--- src/rtl/masked_pattern_detector.sv ---
// masked_pattern_detector: pipelined multi-lane masked pattern compare
// with saturating hit counter, sticky per-lane hits and a run-lock FSM.
//
// Ports:
//   clk, rst_n    rising-edge clock, async active-low reset
//   in_valid      in_data valid this cycle
//   in_data       CHANNELS lanes of WIDTH bits, lane k at [k*WIDTH +: WIDTH]
//   cfg_load      load cfg_pattern / cfg_mask on this edge
//   cfg_pattern   new compare pattern
//   cfg_mask      new compare mask (1 = bit compared)
//   clr           sync clear of hit_count, match_sticky and run FSM
//   out_valid     match / match_any valid
//   match         per-lane match of the current output sample
//   match_any     OR of match
//   match_sticky  per-lane OR of all matches since reset / clr
//   hit_count     saturating count of valid samples with any lane matching
//   run_lock      RUN_LEN consecutive matching samples seen, held until clr
module masked_pattern_detector #(
    parameter int WIDTH    = 4,
    parameter int CHANNELS = 2,
    parameter int CNT_W    = 8,
    parameter int RUN_LEN  = 3,
    parameter logic [WIDTH-1:0] PAT_RST = WIDTH'(4'b0100),
    parameter logic [WIDTH-1:0] MSK_RST = WIDTH'(4'b1111)
) (
    input  logic                      clk,
    input  logic                      rst_n,
    input  logic                      in_valid,
    input  logic [CHANNELS*WIDTH-1:0] in_data,
    input  logic                      cfg_load,
    input  logic [WIDTH-1:0]          cfg_pattern,
    input  logic [WIDTH-1:0]          cfg_mask,
    input  logic                      clr,
    output logic                      out_valid,
    output logic [CHANNELS-1:0]       match,
    output logic                      match_any,
    output logic [CHANNELS-1:0]       match_sticky,
    output logic [CNT_W-1:0]          hit_count,
    output logic                      run_lock
);

    localparam int RC_W = $clog2(RUN_LEN + 1);
    localparam logic [RC_W-1:0]  RUN_LAST = RC_W'(RUN_LEN - 1);
    localparam logic [CNT_W-1:0] CNT_MAX  = '1;

    typedef enum logic [1:0] {
        IDLE = 2'd0,
        RUN  = 2'd1,
        LOCK = 2'd2
    } state_t;

    logic [WIDTH-1:0]          pat_q;
    logic [WIDTH-1:0]          msk_q;
    logic [CHANNELS*WIDTH-1:0] s0_data;
    logic                      s0_valid;
    logic [CHANNELS-1:0]       lane_hit;
    logic [CHANNELS-1:0]       match_d;
    logic                      hit_d;
    logic                      clr_q;
    logic                      fsm_step;
    state_t                    state_q;
    state_t                    state_d;
    logic [RC_W-1:0]           run_cnt_q;
    logic [RC_W-1:0]           run_cnt_d;
    logic                      run_lock_d;

    // Configuration registers
    always_ff @(posedge clk or negedge rst_n) begin
        if (!rst_n) begin
            pat_q <= PAT_RST;
            msk_q <= MSK_RST;
        end else if (cfg_load) begin
            pat_q <= cfg_pattern;
            msk_q <= cfg_mask;
        end
    end

    // Stage 0: data regs only load on valid so idle lanes stay quiet
    always_ff @(posedge clk or negedge rst_n) begin
        if (!rst_n) begin
            s0_data <= '0;
        end else if (in_valid) begin
            s0_data <= in_data;
        end
    end

    always_ff @(posedge clk or negedge rst_n) begin
        if (!rst_n) begin
            s0_valid <= 1'b0;
        end else begin
            s0_valid <= in_valid;
        end
    end

    // Stage 1 compare
    always_comb begin
        lane_hit = '0;
        for (int k = 0; k < CHANNELS; k++) begin
            lane_hit[k] =
                ((s0_data[k*WIDTH +: WIDTH] ^ pat_q) & msk_q) == '0;
        end
        match_d = s0_valid ? lane_hit : '0;
        hit_d   = |match_d;
    end

    always_ff @(posedge clk or negedge rst_n) begin
        if (!rst_n) begin
            out_valid <= 1'b0;
            match     <= '0;
            clr_q     <= 1'b0;
        end else begin
            out_valid <= s0_valid;
            match     <= match_d;
            clr_q     <= clr;
        end
    end

    assign match_any = |match;

    // Count / sticky see the sample as it is registered, so a clr on
    // the same edge drops it.
    always_ff @(posedge clk or negedge rst_n) begin
        if (!rst_n) begin
            hit_count <= '0;
        end else if (clr) begin
            hit_count <= '0;
        end else if (hit_d && hit_count != CNT_MAX) begin
            hit_count <= hit_count + 1'b1;
        end
    end

    always_ff @(posedge clk or negedge rst_n) begin
        if (!rst_n) begin
            match_sticky <= '0;
        end else if (clr) begin
            match_sticky <= '0;
        end else begin
            match_sticky <= match_sticky | match_d;
        end
    end

    // Run FSM works on the registered outputs; a sample registered
    // under clr is skipped on the following edge.
    assign fsm_step = out_valid & ~clr_q;

    always_ff @(posedge clk or negedge rst_n) begin
        if (!rst_n) begin
            state_q   <= IDLE;
            run_cnt_q <= '0;
        end else begin
            state_q   <= state_d;
            run_cnt_q <= run_cnt_d;
        end
    end

    always_comb begin
        state_d   = state_q;
        run_cnt_d = run_cnt_q;
        if (clr) begin
            state_d   = IDLE;
            run_cnt_d = '0;
        end else if (fsm_step) begin
            unique case (1'b1)
                (state_q == IDLE): begin
                    if (match_any) begin
                        run_cnt_d = RC_W'(1);
                        state_d   = (RUN_LEN == 1) ? LOCK : RUN;
                    end
                end
                (state_q == RUN): begin
                    if (!match_any) begin
                        state_d   = IDLE;
                        run_cnt_d = '0;
                    end else if (run_cnt_q == RUN_LAST) begin
                        state_d   = LOCK;
                    end else begin
                        run_cnt_d = run_cnt_q + 1'b1;
                    end
                end
                (state_q == LOCK): begin
                    state_d = LOCK;
                end
                default: begin
                    state_d   = IDLE;
                    run_cnt_d = '0;
                end
            endcase
        end
    end

    always_comb begin
        run_lock_d = (state_d == LOCK);
    end

    always_ff @(posedge clk or negedge rst_n) begin
        if (!rst_n) begin
            run_lock <= 1'b0;
        end else begin
            run_lock <= run_lock_d;
        end
    end

endmodule
--- config.mk ---
export PLATFORM = sky130hd
export DESIGN_NAME = masked_pattern_detector
export DESIGN_NICKNAME = d
export VERILOG_FILES = /design/src/rtl/masked_pattern_detector.sv
export SDC_FILE = /design/constraint.sdc
export NUM_CORES = 1
export LEC_CHECK = 0
export CORE_UTILIZATION = 53
export DETAILED_ROUTE_END_ITERATION = 8
export GPL_TIMING_DRIVEN = 0
export PLACE_DENSITY = 0.88
export SKIP_LAST_GASP = 1
export SLEW_MARGIN = 5
export SYNTH_ARGS = -nofsm -noshare
export SYNTH_HDL_FRONTEND = slang
export SYNTH_SLANG_ARGS = --single-unit
--- constraint.sdc ---
create_clock -name clk -period 4.5 [get_ports clk]
set_clock_uncertainty 0.05 [all_clocks]
set_input_delay 0.45 -clock clk [delete_from_list [all_inputs] [get_ports clk]]
set_output_delay 0.45 -clock clk [all_outputs]
set_load 0.01 [all_outputs]
After elaboration in Yosys (flattened, before gate mapping) --
Index checks and enable logic that the tools add are counted.
Word-level totals: register bits 36, output and inout port bits 15, logic and storage cells 54
Cells by class: add/subtract/negate cells 2, equal/unequal tests 8, muxes and demuxes 16, bitwise operators 7, reduce and logical (&&, ||, !) cells 9
Operator list (number):
- $mux 2 | 12
- $mux 8 | 2
- $pmux 2 s3 | 2
- $add 8x1->8 const B | 1
- $and 4x4->4 | 2
- $logic_not 4->1 | 2
- $ne 8x8->1 const B | 1
- $xor 4x4->4 | 2
- $eq 2x2->1 const B | 3
- $ne 4x4->1 const B | 1
- $reduce_and 4->1 | 1
- $reduce_bool 2->1 | 2
- $reduce_or 2->1 | 2
- $ne 3x3->1 const B | 1
- $add 2x1->2 const B | 1
- $eq 2x1->1 const B | 1
- $logic_not 2->1 | 1
- $ne 2x2->1 const B | 1
- $or 2x2->2 | 1
- $and 1x1->1 | 1
- $logic_and 1x1->1 | 1
- $not 1->1 | 1

Longest topological paths before layout --
depth after elaboration 8, mapped depth 6

Worst setup path after synthesis --
No wires, ideal clock.
path type reg-to-reg, from register pat_q[1], to register hit_count[5], arrival time 1.791 ns, required time 4.322 ns, path slack 2.532 ns, stages on the path, launching flop included 6, buffers on the path 0, cell sequence dfrtp_1 xor2_1 a222oi_1 a22oi_2 nor4b_2 mux2_1
On the way: cells in the longest elaborated chain, start to end 7, elaborated cells on any way between the ends 10, classes of those cells 1 x mux; 4 x bitwise; 5 x reduce/logical
RTL lines:
- from (decl) | RTL line 52 | logic [WIDTH-1:0] pat_q;
- from (signal assigned) | RTL line 73 | pat_q <= cfg_pattern;
- $xor 4x4->4 | RTL line 100 | ((s0_data[k*WIDTH +: WIDTH] ^ pat_q) & msk_q) == '0;
- $and 4x4->4 | RTL line 100
- $logic_not 4->1 | RTL line 100
- $mux 2 (*) | RTL line 102 | match_d = s0_valid ? lane_hit : '0;
- $reduce_or 2->1 (*) | RTL line 103 | hit_d = |match_d;
- $logic_and 1x1->1 (*) | RTL line 127 | end else if (hit_d && hit_count != CNT_MAX) begin
- $reduce_bool 2->1 (no line) (*)
- to (signal assigned) | RTL line 128 | hit_count <= hit_count + 1'b1;
- to (decl) | RTL line 38 | output logic [CNT_W-1:0] hit_count,
Mark *: on every way between the ends. The rest lies on a longest branch, timed or not. A chain may end at the register's enable or synchronous reset.

Worst setup path in the final report --
Same ends and word-level chain as after synthesis.

==> metrics.md <==
| Metric | Value |
|---|---|
| Post-route ant nets | 0 |
| Largest family of logic cells by synthesized area | simple AND/OR/NAND/NOR gates |
| Post-CTS Setup Bufs | 0 |
| Routability cong. | 0.817 |
| Sum Neg Setup Slack | 0 ps |
| Area delta synth->final | 26.3% |
| CP peak stage delay | 550 ps |
| Largest net degree at the start of global routing | 37 |
| HP Class | primary input to async pin |
| Cells after Synth | 140 |
| Tcrit/Tclk final | 48.9% |
| Syn_area_per_cell | 11.9 um2 |
| Peak VDD IR | 0.196 mV |
| Post-DP Area | approximately 0.0020 mm2 |
| CTS tree | yes |
| H-tree levels | 2 |
| CP required | about 4700 ps |
| CORE AREA | 0.00285 mm2 |
| Antenna diodes | 0 |
| Setup slack after layout | between 2000 and 2500 ps |
| Biggest area consumer among synthesized cells | dfrtp_1 |
| CTS Buf Count | 5 |
| Fin Hold WS | between 100 and 150 ps |
| Vias in the first global route | between 1000 and 1500 |
| Post-synth ARST share | 100% |
| Status | complete, but fails checks |
| Final setup viols | 0 |
| Wire per inst | 15.1 um |
| Post-synth EDFFs | 0 |
| Root buffer cell | clkbuf_4 |
| Mapped cell area | 0.00166 mm2 |
| Drt first-iter violations | 63 |
| CTS Buffer Depth | 2 |
| Most frequent cells in the layout | clkdlybuf4s50_1, dfrtp_1, mux2_2 |
| Compound-Gate Fraction of Synth Area | 9.11% |
| Post-synth top area share | between 40% and 50% |
| Cell variety after synth | 35 |
| Initial antenna violation count | 0 |
| Total routed wirelength | roughly 3200 um |
| Nets | 204 |
| Slowest CP cell | a222oi_1 |
| CP Max Fanout | 6 |
| Slew headroom | 48.5% |
| Total clock sinks | 36 |
| Total die area | 0.00336 mm2 |
| Crit path DAT | 2390 ps |
| Chip height | 58.0 um |
| Adder-Cell Fraction of Synth Area | 1.51% |
| Clk_lat worst skew | 350 ps |
| Startpoint types | flop |
| Commonest non-fill, non-tap cell in the layout | clkdlybuf4s50_1 |
| Yosys warnings | 0 |
| Worst r2r src | pat_q[1]$_DFFE_PN0P_ |
| Static leakage | 0.863 nW |
| GR Util All Layers | 23.1% |
| Cell Pwr Density | 329 mW/mm2 |
| Synth Flop Type | dfrtp_1 |
| Initial core utilization | 58.2% |
| Simple-Gate Fraction of Synth Area | 14.6% |
| Pre-CTS setup slack | 2320 ps |
| Port Buffers | 34 |
| Post-synthesis sequential element count | 36 |
| Crit path kind | flop to flop |
| Dpl hpwl | approximately 2500 um |
| DR vias | 1248 |
| Tmin final | 2200 ps |
| Critical Path End Type | flop |
| Max-slew violations | 0 |
| Drt drc | 2 |
| Clk slew on worst S/H paths | 110 ps |
| Top cells by area, synth | dfrtp_1, mux2_2, dfstp_2, xor2_1, nor2_1 |
| Synthesized net count | approximately 160 |
| First-pass GRT wire length | 5670 um |
| Vias/cell | approximately 5.9 |
| GRT overflow | 0 |
| TritonRoute pass-1 iters | 6 |
| Sequential area share after synthesis | 54.6% |
| # resized after CTS | 0 |
| IO Pins | 36 |
| Worst Setup SP | pat_q[1]$_DFFE_PN0P_ |
| Hold_buf cts | 0 |
| Post-Synth XOR/XNOR Area | 4.22% |
| Share of cells above drive strength 1 | 22.0% |
| Final Hold Vio Count | 0 |
| Fin util | 73.6% |
| Die Wd | 58.0 um |
| Fill cells | 205 |
| Design area | 0.00210 mm2 |
| Max_cap viols | 0 |
| Failing checks | design-rule violations |
| Worst-margin pin slew | around 770 ps |
| Crit-path cells | xor2_1 -> a222oi_1 -> a22oi_2 -> nor4b_2 -> mux2_1 |
| Peak Freq | 0.454 GHz |
| RSZ-0062 raised after global routing | no |
| Post-synthesis mux area share | 14.2% |
| # rows | 19 |
cells in the mapped netlist, drive strengths merged, types with 2 or more instances:
| cell | n |
|---|---|
| dfstp | 5 |
| ha | 2 |
| mux2 | 20 |
| nand2b | 4 |
| clkbuf | 3 |
| and2 | 3 |
| nor2 | 14 |
| xor2 | 8 |
| inv | 3 |
| a222oi | 2 |
| nor3 | 4 |
| nand2 | 6 |
| a21boi | 2 |
| nor2b | 4 |
| a21oi | 7 |
| nand3 | 5 |
| dfrtp | 31 |
| a311oi | 2 |
worst max-delay path, delay by kind of cell (launching register included):
kind	cells	cell delay, ps
simple gates	1	320
compound gates	2	760
mux	1	350
flops	1	430
xor+xnor	1	180
sequential cells by signal, indices dropped and copies added, names as in the netlist:
name,cells
hit_count,8
pat_q,4
run_lock,1
match_sticky,2
out_valid,1
run_cnt_q,2
state_q,2
s0_valid,1
s0_data,8
clr_q,1
msk_q,4
match,2
final timing paths:
| check | endpoint | slack [ps] | cells past startpoint |
|---|---|---|---|
| worst max-delay path | hit_count[5]$_DFFE_PN0P_ | 2300 | 5 |
| worst min-delay path | s0_data[0]$_DFFE_PN0P_ | 120 | 1 |
| worst max register to register | hit_count[5]$_DFFE_PN0P_ | 2300 | 5 |
| worst min register to register | out_valid$_DFF_PN0_ | 380 | 0 |
| max in group asynchronous | match[0]$_DFF_PN0_ | 3790 | 1 |
| min in group clk | out_valid$_DFF_PN0_ | 380 | 0 |
layout make-up:
type	count	area [um2]	share of cell area [%]
plain buffers	4	18.8	0.894
clock buffers	7	55.1	2.62
clock inverters	1	7.51	0.358
inverters	3	11.3	0.537
multi-input cells	97	724	34.5
flip-flops and latches	36	907	43.2
well taps	31	38.8	1.85
repair buffers	34	335	16.0
power breakdown:
part	switching, mW	total, mW	internal (mW)
logic	0.0610	0.135	0.0736
registers	0.0228	0.375	0.352
clock network	0.105	0.181	0.0764
total	0.188	0.691	0.502
cell families (layout without fill, tap and decap cells):
kind of cell               Yosys count  in the layout
and+or+nand+nor                     46             46
DFF                                 36             36
muxes                               21             21
AOI/OAI and AO/OA                   20             20
xor gates and xnor gates             8              8
buffers and inverters                7             49
adders and majority gates            2              2
through the flow:
step / power (mW) / std cells
after global placement: 0.508 / 205
final: 0.691 / 213
after floorplan: 0.451 / 140
after CTS: 0.693 / 213
after global routing: 0.727 / 213
after detailed placement: 0.516 / 205
per-layer routing:
metal	part of all wire [%]	global-route usage, %	vias up
met4	1.9	13.3	0
met5	0	0	-
met2	55	40.4	38
li1	-	-	579
met1	39	25.4	621
met3	4.3	5.58	10
Power figures use the tool's default switching activity.
